`config.mk`:
```
export PLATFORM = sky130hd
export DESIGN_NAME = jk_excitation_driver
export DESIGN_NICKNAME = d
export VERILOG_FILES = /design/src/rtl/jk_excitation_driver.sv
export SDC_FILE = /design/constraint.sdc
export NUM_CORES = 1
export LEC_CHECK = 0
export ABC_AREA = 1
export CORE_MARGIN = 2
export CORE_UTILIZATION = 30
export CTS_CLUSTER_SIZE = 20
export DETAILED_ROUTE_END_ITERATION = 16
export MAX_ROUTING_LAYER = met4
export PLACE_DENSITY = 0.61
export RECOVER_POWER = 50
export SYNTH_ARGS = -nofsm -noshare
export SYNTH_HDL_FRONTEND = slang
export SYNTH_SLANG_ARGS = --single-unit
```
`constraint.sdc`:
```
create_clock -name clk -period 1.2 [get_ports clk]
set_input_delay 0.24 -clock clk [delete_from_list [all_inputs] [get_ports clk]]
set_output_delay 0.24 -clock clk [all_outputs]
set_load 0.005 [all_outputs]
```
`src/rtl/jk_excitation_driver.sv`:
```
// jk_excitation_driver: buffers desired next-state bits and drives J/K excitation for an external JK element
module jk_excitation_driver #(
    parameter int DEPTH         = 4,
    parameter bit DONT_CARE_VAL = 1'b0,
    parameter bit CHECK_EN      = 1'b1
) (
    input  logic       clk,
    input  logic       rst,
    input  logic       in_valid,
    input  logic       in_bit,
    output logic       in_ready,
    input  logic       q_fb,
    output logic       j,
    output logic       k,
    output logic       busy,
    output logic       err,
    output logic [7:0] count
);
    localparam int AW = $clog2(DEPTH);
    typedef enum logic [1:0] {IDLE, DRIVE, CHECK} state_t;
    state_t state, state_n;
    logic [AW:0] wptr, rptr;
    logic [DEPTH-1:0] mem;
    logic target, q_model, full, empty, push, pop, head, enc_q, j_n, k_n;
    assign empty    = wptr == rptr;
    assign full     = (wptr[AW] != rptr[AW]) && (wptr[AW-1:0] == rptr[AW-1:0]);
    assign in_ready = !full;
    assign push     = in_valid && !full;
    assign pop      = !empty && state != DRIVE;
    assign head     = mem[rptr[AW-1:0]];
    assign busy     = state != IDLE || !empty;
    // a bit popped in CHECK is encoded against the value the model takes on this same edge
    assign enc_q    = state == CHECK ? target : q_model;
    always_comb begin
        state_n = pop ? DRIVE : state == DRIVE ? CHECK : IDLE;
        j_n     = pop && (enc_q ? DONT_CARE_VAL : head);
        k_n     = pop && (enc_q ? !head : DONT_CARE_VAL);
    end
    always_ff @(posedge clk or posedge rst)
        if (rst) state <= IDLE;
        else     state <= state_n;
    always_ff @(posedge clk)
        if (push) mem[wptr[AW-1:0]] <= in_bit;
    always_ff @(posedge clk or posedge rst) begin
        if (rst) begin
            wptr    <= '0;
            rptr    <= '0;
            target  <= 1'b0;
            q_model <= 1'b0;
            j       <= 1'b0;
            k       <= 1'b0;
            err     <= 1'b0;
            count   <= 8'd0;
        end else begin
            j <= j_n;
            k <= k_n;
            if (push) wptr <= wptr + (AW+1)'(1);
            if (pop) begin
                rptr   <= rptr + (AW+1)'(1);
                target <= head;
            end
            if (state == CHECK) begin
                err     <= err | (CHECK_EN && q_fb != target);
                q_model <= target;
                count   <= count + 8'd1;
            end
        end
    end
endmodule
```
# Word-level counts from Yosys, hierarchy flattened
# Cells that the tools add are included.
totals:
  in_bits: 5
  output_inout_bits: 13
  reg_bits: 25
  elab_cells: 45
op_classes:
  n_lt_le_gt_ge: 3
  n_addsub: 3
  n_eq_ne: 7
  reduce_logical: 11
  mux: 10
  n_bitwise: 1
ops:
  columns: ["operator", "n"]
  rows:
  - ["$add A8 B1 Y8 const B", 1]
  - ["$add A3 B1 Y3 const B", 2]
  - ["$logic_and A1 B1 Y1", 6]
  - ["$lt A2 B3 Y1 const B", 2]
  - ["$mux W1", 5]
  - ["$bwmux W4", 1]
  - ["$mux W2", 2]
  - ["$eq A3 B3 Y1", 1]
  - ["$logic_not A1 Y1", 3]
  - ["$bmux W1 S2", 1]
  - ["$demux W1 S2", 1]
  - ["$eq A2 B1 Y1 const B", 1]
  - ["$eq A2 B2 Y1", 1]
  - ["$eq A2 B2 Y1 const B", 1]
  - ["$ge A2 B1 Y1 const B", 1]
  - ["$ne A1 B1 Y1", 2]
  - ["$ne A2 B1 Y1 const B", 1]
  - ["$reduce_bool A2 Y1", 1]
  - ["$logic_or A1 B1 Y1", 1]
  - ["$or A1 B1 Y1", 1]

# Depth between registers and ports, before layout
# Gate-level depths: netlist of the first run.
logic_depth:
  ltp_word: 5
  ltp_mapped: 7

# Worst setup path after synthesis of the first run
# OpenSTA, ideal clock, no wires.
synth_path:
  kind: "register to register"
  startpoint: "register rptr[0]"
  endpoint: "register mem[3] (enable)"
  n_path_buf: 0
  t_arrival_ns: 0.979
  setup_time_ns: 0.238
  stages_incl_launch_ff: 5
  slack_ns: -0.017
  synth_period_minus_slack_ns: 1.217
  required_ns: 0.962
  cell_sequence: "dfrtp_1 > xnor2_2 > nand3_2 > nand2_1 > inv_1"
synth_via:
  elab_chain_cells: 4
synth_lines:
  columns: ["item", "line", "text"]
  rows:
  - ["start: declaration", "22", "logic [AW:0] wptr, rptr;"]
  - ["start signal: assignment", "59", "rptr <= rptr + (AW+1)'(1);"]
  - ["$eq A2 B2 Y1", "26", "assign full = (wptr[AW] != rptr[AW]) && (wptr[AW-1:0] == rptr[AW-1:0]);"]
  - ["$logic_and A1 B1 Y1", "26", null]
  - ["$logic_not A1 Y1", null, null]
  - ["named net in_ready", "11", "output logic in_ready,"]
  - ["$logic_and A1 B1 Y1", "28", "assign push = in_valid && !full;"]
  - ["end signal: indexed assignment", "43", "if (push) mem[wptr[AW-1:0]] <= in_bit;"]
  - ["end: declaration", "23", "logic [DEPTH-1:0] mem;"]
# The timed path passes the listed nets, and every way through them passes these cells.
# A chain may end at the register's enable or synchronous reset.

# Final worst setup path of the first run
layout_path:
  startpoint: "register wptr[0]"
  endpoint: "output busy"
layout_via:
  elab_chain_cells: 3
layout_lines:
  columns: ["item", "line", "text"]
  rows:
  - ["start: declaration", "22", null]
  - ["start signal: assignment", "57", "if (push) wptr <= wptr + (AW+1)'(1);"]
  - ["$eq A3 B3 Y1", "25", "assign empty = wptr == rptr;"]
  - ["$logic_not A1 Y1", "31", "assign busy = state != IDLE || !empty;"]
  - ["$logic_or A1 B1 Y1", "31", null]
  - ["end: declaration", "15", "output logic busy,"]
# No other way between the ends.

==> reports/summary.md, run 1 <==
## Logic synthesis
- cells after synthesis: 142
- share of synthesized registers carrying an async set or reset: 0.8400
- Yosys warnings: 0
- Netlist cell types: 17
- post-synth net total: 153
- post-synthesis instance area: 1256 um2
- Seq/Total Area, Yosys: 0.5139
- number of flops mapped to enable cells by yosys: 4
- most area-consuming cells after synthesis: sky130_fd_sc_hd__dfrtp_1 (42%), sky130_fd_sc_hd__nand2_1 (13%), sky130_fd_sc_hd__edfxtp_1 (9.6%)
- post-synthesis area per instance: 8.847 um2
- most common flop cell mapped by yosys: sky130_fd_sc_hd__dfrtp_1
- portion of synthesized cell area occupied by the leading cell type: 0.4183
- most frequent cells after synthesis: sky130_fd_sc_hd__nand2_1 (44), sky130_fd_sc_hd__inv_1 (27), sky130_fd_sc_hd__dfrtp_1 (21)
- most frequent cell after synthesis: sky130_fd_sc_hd__nand2_1
- register bit total from synthesis: 25
- cell type with the largest total area after synthesis: sky130_fd_sc_hd__dfrtp_1

## STA
- setup ws final: -0.2641 ns
- RSZ-0062 raised after global routing: yes
- worst-margin pin slew: 0.5304 ns
- Final Hold Fails: 0
- Fmax achieved: 0.6830 GHz
- minimum clock period: 1.464 ns
- crit share post-route: 1.220
- Final Skew: 0.006970 ns
- normalized max-slew margin: 0.6464
- final max-slew violation count: 0
- Final setup viols: 15

## Setup path
- worst r2r dst: mem[1]
- Setup Crit Path Kind: reg -> out
- worst reg2reg setup slack: -0.18 ns
- arrival time of the worst setup path: 1.22 ns
- Worst setup EP type: primary output
- crit path launch type: flip-flop
- launch instance of the worst register-to-register path: wptr[0]
- Crit path required time: 0.96 ns
- CP Max Fanout: 2
- worst reg2reg path depth: 6

## Floorplan
- die height: 68.71 um
- initial standard-cell utilization of the core: 0.3118
- area of the placeable core: 4029 um2
- # rows: 23
- I/O pins: 18
- area enclosed by the die boundary: 4721 um2
- chip width: 68.71 um

## Drt
- wirelength, routed: 2591 um
- routed vias/inst: 4.262
- remaining design rule violation count: 0
- number of DRC violations after detailed-routing iteration 0: 46
- WL per Instance: 10.45 um
- ANT nets after route: 0
- Initial DRT Pass Iterations: 4
- routed via count: 1,057

## Clock tree
- Max clock buf depth: 2
- hold-fix buffers at CTS: 0
- Clk pin slew, worst setup/hold paths: 0.09 ns
- clock tree from TritonCTS: done
- clock sinks: 25
- worst-skew pair later-pin latency: 0.27 ns
- number of CTS-inserted buffers: 3
- H-tree depth: 1
- cell at the root of the clock tree: sky130_fd_sc_hd__clkbuf_8

## Job
- number of max-cap violations: 0

## Run status
- violations in the final reports: negative setup slack
- outcome: finished, violations left

## Final layout
- final core occ: 0.4947
- area growth from synthesis to layout: 58.67%
- share of final-layout standard cells stronger than drive strength 1: 0.3889
- number of inserted filler cells in the final layout: 378
- Nets: 210
- total inserted antenna cells: 0
- number of cells in the finished layout apart from fillers: 248

## Power and ir drop
- Design Power: 0.005137 W
- peak supply drop: 1421 uV
- PwrDens: 2577 nW/um2
- leakage power summed over all cells: 0.9977 nW

## Placed design
- Placer Congestion: 0.8209
- Post-DP HPWL: 1757 um
- number of instances in the placed design: 231
- port buffer count: 17

## Global routing
- initial antenna violation count: 0
- number of global-route vias before repair: 1,016
- first-pass GRT wire length: 4243 um
- GRT Resource Usage Total: 0.1283
- GRT Residual Overflow: 0
- maximum number of pins on one net before global-route repair: 22

## Hold path
- type of the tightest min-delay check: in -> async

## layer usage
layer | vias to the layer above | global-route usage | part of all wire
li1 | 551 | - | -
met1 | 487 | 0.1459 | 0.45
met2 | 14 | 0.2188 | 0.49
met3 | 5 | 0.02435 | 0.030
met4 | 0 | 0.05882 | 0.022
met5 | - | - | 0
## flip-flops by register name (all words and copies together), names as in the netlist
register and cells:
err 1, state 2, target 1, k 1, mem 4, q_model 1
wptr 3, j 1, count 8, rptr 3
## placed cells by master (no fill, tap or decap), types with 5 or more instances in the layout
master	netlist	routed
sky130_fd_sc_hd__nand2_1	44	34
sky130_fd_sc_hd__buf_4	0	25
sky130_fd_sc_hd__inv_1	27	22
sky130_fd_sc_hd__dfrtp_1	21	21
sky130_fd_sc_hd__buf_6	0	10
sky130_fd_sc_hd__nand2_2	1	9
sky130_fd_sc_hd__clkdlybuf4s15_1	0	8
sky130_fd_sc_hd__nand3_1	12	7
sky130_fd_sc_hd__inv_2	0	5
## power breakdown
| part | internal, W | total, W | switching (W) |
|---|---|---|---|
| Combinational | 0.00165 | 0.00326 | 0.00160 |
| Clock | 0.000233 | 0.000508 | 0.000275 |
| Sequential | 0.00118 | 0.00137 | 0.000192 |
| Total | 0.00307 | 0.00514 | 0.00207 |
## worst max-delay path, stage by stage, from the launching register on
cell                      delay (ns)
sky130_fd_sc_hd__dfrtp_1        0.42
sky130_fd_sc_hd__xnor2_2        0.19
sky130_fd_sc_hd__buf_4          0.14
sky130_fd_sc_hd__nand4_1        0.07
sky130_fd_sc_hd__buf_2          0.14
## cells by family (layout without fill, tap and decap cells)
family	Yosys count	in the layout	synth area share
XOR/XNOR	8	8	0.06176
flip-flops	25	25	0.5139
AO/OA/AOI/OAI	1	1	0.005978
AND/OR/NAND/NOR	75	75	0.2779
adder cells (fa/ha/maj)	6	6	0.05976
buffers and inverters	27	83	0.08068
## area by class of cell
type / count / area, um2 / share of cell area
inverters: 27 / 101.3 / 0.05085
clock inverters: 1 / 5.005 / 0.002511
multi-input cells: 90 / 680.7 / 0.3415
well taps: 50 / 62.56 / 0.03139
clock buffers: 3 / 41.29 / 0.02072
repair buffers: 52 / 456.7 / 0.2291
flip-flops and latches: 25 / 645.6 / 0.3239
## metrics by stage
| stage | setup WS [ns] | TNS, ns | area [um2] | hold slack [ns] |
|---|---|---|---|---|
| floorplan | 0.0001322 | 0 | 1269 | 0.2165 |
| global placement | -0.2668 | -0.9626 | 1679 | 0.4619 |
| detailed placement | -0.2760 | -1.113 | 1679 | 0.4705 |
| CTS | -0.2679 | -1.254 | 1886 | 0.2703 |
| global route | -0.3284 | -2.678 | 1993 | 0.5946 |
| finish | -0.2641 | -1.679 | 1993 | 0.5106 |
## what timing repair did
| action | in CTS | in global routing |
|---|---|---|
| gates resized for setup | 45 | 31 |
| setup buffers | 12 | 2 |
| pin swaps | 12 | 10 |
| endpoints found under the hold margin | 0 | 0 |
| setup endpoints to repair | 25 | 26 |
## worst max path at each step
stage	start	endpoint	slack (ns)
floorplan	rptr[0]	mem[1]	0.0001
global placement	wptr[0]	busy	-0.27
detailed placement	wptr[0]	busy	-0.28
CTS	rptr[0]	busy	-0.27
global route	wptr[0]	busy	-0.33
finish	wptr[0]	busy	-0.26
(Power assumes the default switching activity.)
==> inputs of run 2 (changes only) <==
Settings changed: CTS_CLUSTER_SIZE 20 to 25.
==> results of run 2 <==
Final layout, timing and power as in run 1 (identical DEF).
==> inputs of run 3 (changes only) <==
Settings changed: CORE_UTILIZATION 30 to 40, PLACE_DENSITY 0.61 to 0.74.
==> run 3 against run 2 <==
  * The flow still finishes with violations (negative setup slack)
  * Setup slack worse by 0.055 ns
  * First-iteration DRC count down 39%
  * Core utilization increased by 13 points
  * Count of clock-buffer cells in the layout up 1
  * Global-route usage grew 2.8 points
  * Routed wire length decreased by 0.19%
  * Sequential share of layout area is 1.8 points higher
  * Hold slack worse by 0.048 ns
  * Critical path depth down 1
  * Clock power down 27%
  * Critical path type unchanged
  * Largest cell class unchanged
  * Largest power group unchanged
==> reports/summary.md, run 3 (same netlist as run 1, synthesis figures left out) <==
## Run status
- outcome: finished, violations left
- violations in the final reports: negative setup slack

## Clock tree
- cell at the root of the clock tree: sky130_fd_sc_hd__clkbuf_4
- number of CTS-inserted buffers: 3
- worst-skew pair later-pin latency: 0.31 ns
- Clk pin slew, worst setup/hold paths: 0.13 ns
- clock tree from TritonCTS: done
- H-tree depth: 1
- clock sinks: 25
- Max clock buf depth: 2

## Global routing
- GRT Resource Usage Total: 0.1566
- initial antenna violation count: 0
- number of global-route vias before repair: 1,045
- first-pass GRT wire length: 4140 um
- GRT Residual Overflow: 0
- maximum number of pins on one net before global-route repair: 22

## Placed design
- number of instances in the placed design: 223
- instance area at placement: 1657 um2
- Placer Congestion: 0.7581
- Post-DP HPWL: 1723 um
- port buffer count: 17

## Drt
- remaining design rule violation count: 0
- ANT nets after route: 0
- Initial DRT Pass Iterations: 4
- wirelength, routed: 2586 um
- WL per Instance: 10.96 um
- number of DRC violations after detailed-routing iteration 0: 28
- routed vias/inst: 4.475
- routed via count: 1,056

## STA
- normalized max-slew margin: 0.6504
- RSZ-0062 raised after global routing: yes
- final setup TNS: -1.300 ns
- worst-margin pin slew: 0.5243 ns
- crit share post-route: 1.266
- Fmax achieved: 0.6585 GHz
- setup ws final: -0.3186 ns
- Final setup viols: 15
- smallest hold slack: 0.4627 ns
- minimum clock period: 1.519 ns
- Final Skew: 0.007207 ns
- final max-slew violation count: 0
- Final Hold Fails: 0

## Final layout
- area growth from synthesis to layout: 50.50%
- commonest cells after routing, fill and taps aside: sky130_fd_sc_hd__nand2_1 (32), sky130_fd_sc_hd__buf_4 (24), sky130_fd_sc_hd__dfrtp_1 (21), sky130_fd_sc_hd__inv_1 (17), sky130_fd_sc_hd__nand2_2 (11)
- final core occ: 0.6244
- final design instance area without fill: 1891 um2
- number of cells in the finished layout apart from fillers: 236
- Nets: 204
- max reg flops: 8
- most common cell after layout, fill and taps aside: sky130_fd_sc_hd__nand2_1
- total inserted antenna cells: 0
- most flop-heavy register: count
- share of final-layout standard cells stronger than drive strength 1: 0.4167

## Setup path
- worst r2r dst: mem[2]
- cell family contributing the most delay on the critical path: flip-flops
- Worst setup EP type: primary output
- arrival time of the worst setup path: 1.28 ns
- worst reg2reg setup slack: -0.10 ns
- cells traversed along the worst timing path: xnor2_2 -> nand4_1 -> buf_2
- launch instance of the worst register-to-register path: wptr[0]
- crit path launch type: flip-flop
- CP Max Fanout: 3
- Setup Crit Path Kind: reg -> out
- critical path buffer and inverter count: 1
- Crit path required time: 0.96 ns
- worst reg2reg path depth: 5
- critical path launch point: wptr[0]
- Critical Path Max Stage Delay: 0.43 ns
- critical-path cell with the highest stage delay: sky130_fd_sc_hd__dfrtp_1

## Power and ir drop
- PwrDens: 2522 nW/um2
- leakage power summed over all cells: 0.9371 nW
- peak supply drop: 1480 uV

## Hold path
- type of the tightest min-delay check: in -> async

## Floorplan
- I/O pins: 18
- area of the placeable core: 3028 um2
- area enclosed by the die boundary: 3605 um2
- initial standard-cell utilization of the core: 0.4149
- # rows: 20
- die height: 60.04 um
- chip width: 60.04 um

## Job
- number of max-cap violations: 0

==> run 3: cell count changes in the layout (fill, tap and decap cells not counted), moves of 2 or more <==
cell / before / now
sky130_fd_sc_hd__nand2_2: 9 / 11
sky130_fd_sc_hd__inv_2: 5 / 9
sky130_fd_sc_hd__nor2_4: 4 / 2
sky130_fd_sc_hd__buf_6: 10 / 3
sky130_fd_sc_hd__clkbuf_8: 3 / 0
sky130_fd_sc_hd__clkbuf_4: 0 / 3
sky130_fd_sc_hd__inv_1: 22 / 17
sky130_fd_sc_hd__dlygate4sd2_1: 3 / 0
sky130_fd_sc_hd__nand2_1: 34 / 32
sky130_fd_sc_hd__clkbuf_2: 1 / 4
==> run 3: worst min-delay path: cells and delay by family <==
family,cells,cell delay (ns)
buffers and inverters,3,1.01
==> run 3: area by class of cell <==
cell class | instances | area [um2]
Fill cell | 245 | 1137
Multi-Input combinational cell | 90 | 680.7
Sequential cell | 25 | 645.6
Timing Repair Buffer | 46 | 379.1
Inverter | 27 | 103.9
Tap cell | 44 | 55.05
Clock buffer | 4 | 26.28
==> run 3: repair_timing <==
action                                  CTS  global route
pin swaps                                 9            15
setup buffers                            10             4
resized for setup                        50            34
cloned                                    0             0
hold buffers                              0             0
endpoints found under the setup margin   28            24
==> run 3: worst max-delay path by stage <==
| stage | depth (start not counted) | slack (ns) | end |
|---|---|---|---|
| 4_1_cts | 3 | -0.34 | busy |
| 3_5_place_dp | 3 | -0.28 | busy |
| 3_3_place_gp | 3 | -0.25 | busy |
| 6_report | 3 | -0.32 | busy |
| 2_1_floorplan | 4 | 0.0001 | mem[1] |
| 5_1_grt | 3 | -0.40 | busy |
==> run 3: through the flow <==
step | power (W) | worst slack (ns)
6_report | 0.004769 | -0.3186
5_1_grt | 0.005165 | -0.3981
4_1_cts | 0.004385 | -0.3389
3_5_place_dp | 0.003682 | -0.2835
3_3_place_gp | 0.003594 | -0.2466
2_1_floorplan | 0.002699 | 0.0001322
==> run 3: report_power, final <==
group	total (W)	switching [W]	internal, W	leakage, nW
Clock	0.000371	0.000241	0.000130	0.0150
Combinational	0.00302	0.00158	0.00144	0.627
Sequential	0.00138	0.000202	0.00118	0.296
Total	0.00477	0.00202	0.00275	0.937
==> run 3: metal layers <==
layer	track usage	vias up	routed length (um)
li1	-	532	-
met1	0.1740	501	1057
met2	0.2795	19	1421
met3	0.03030	4	90
met4	0.05079	0	17
met5	-	-	0
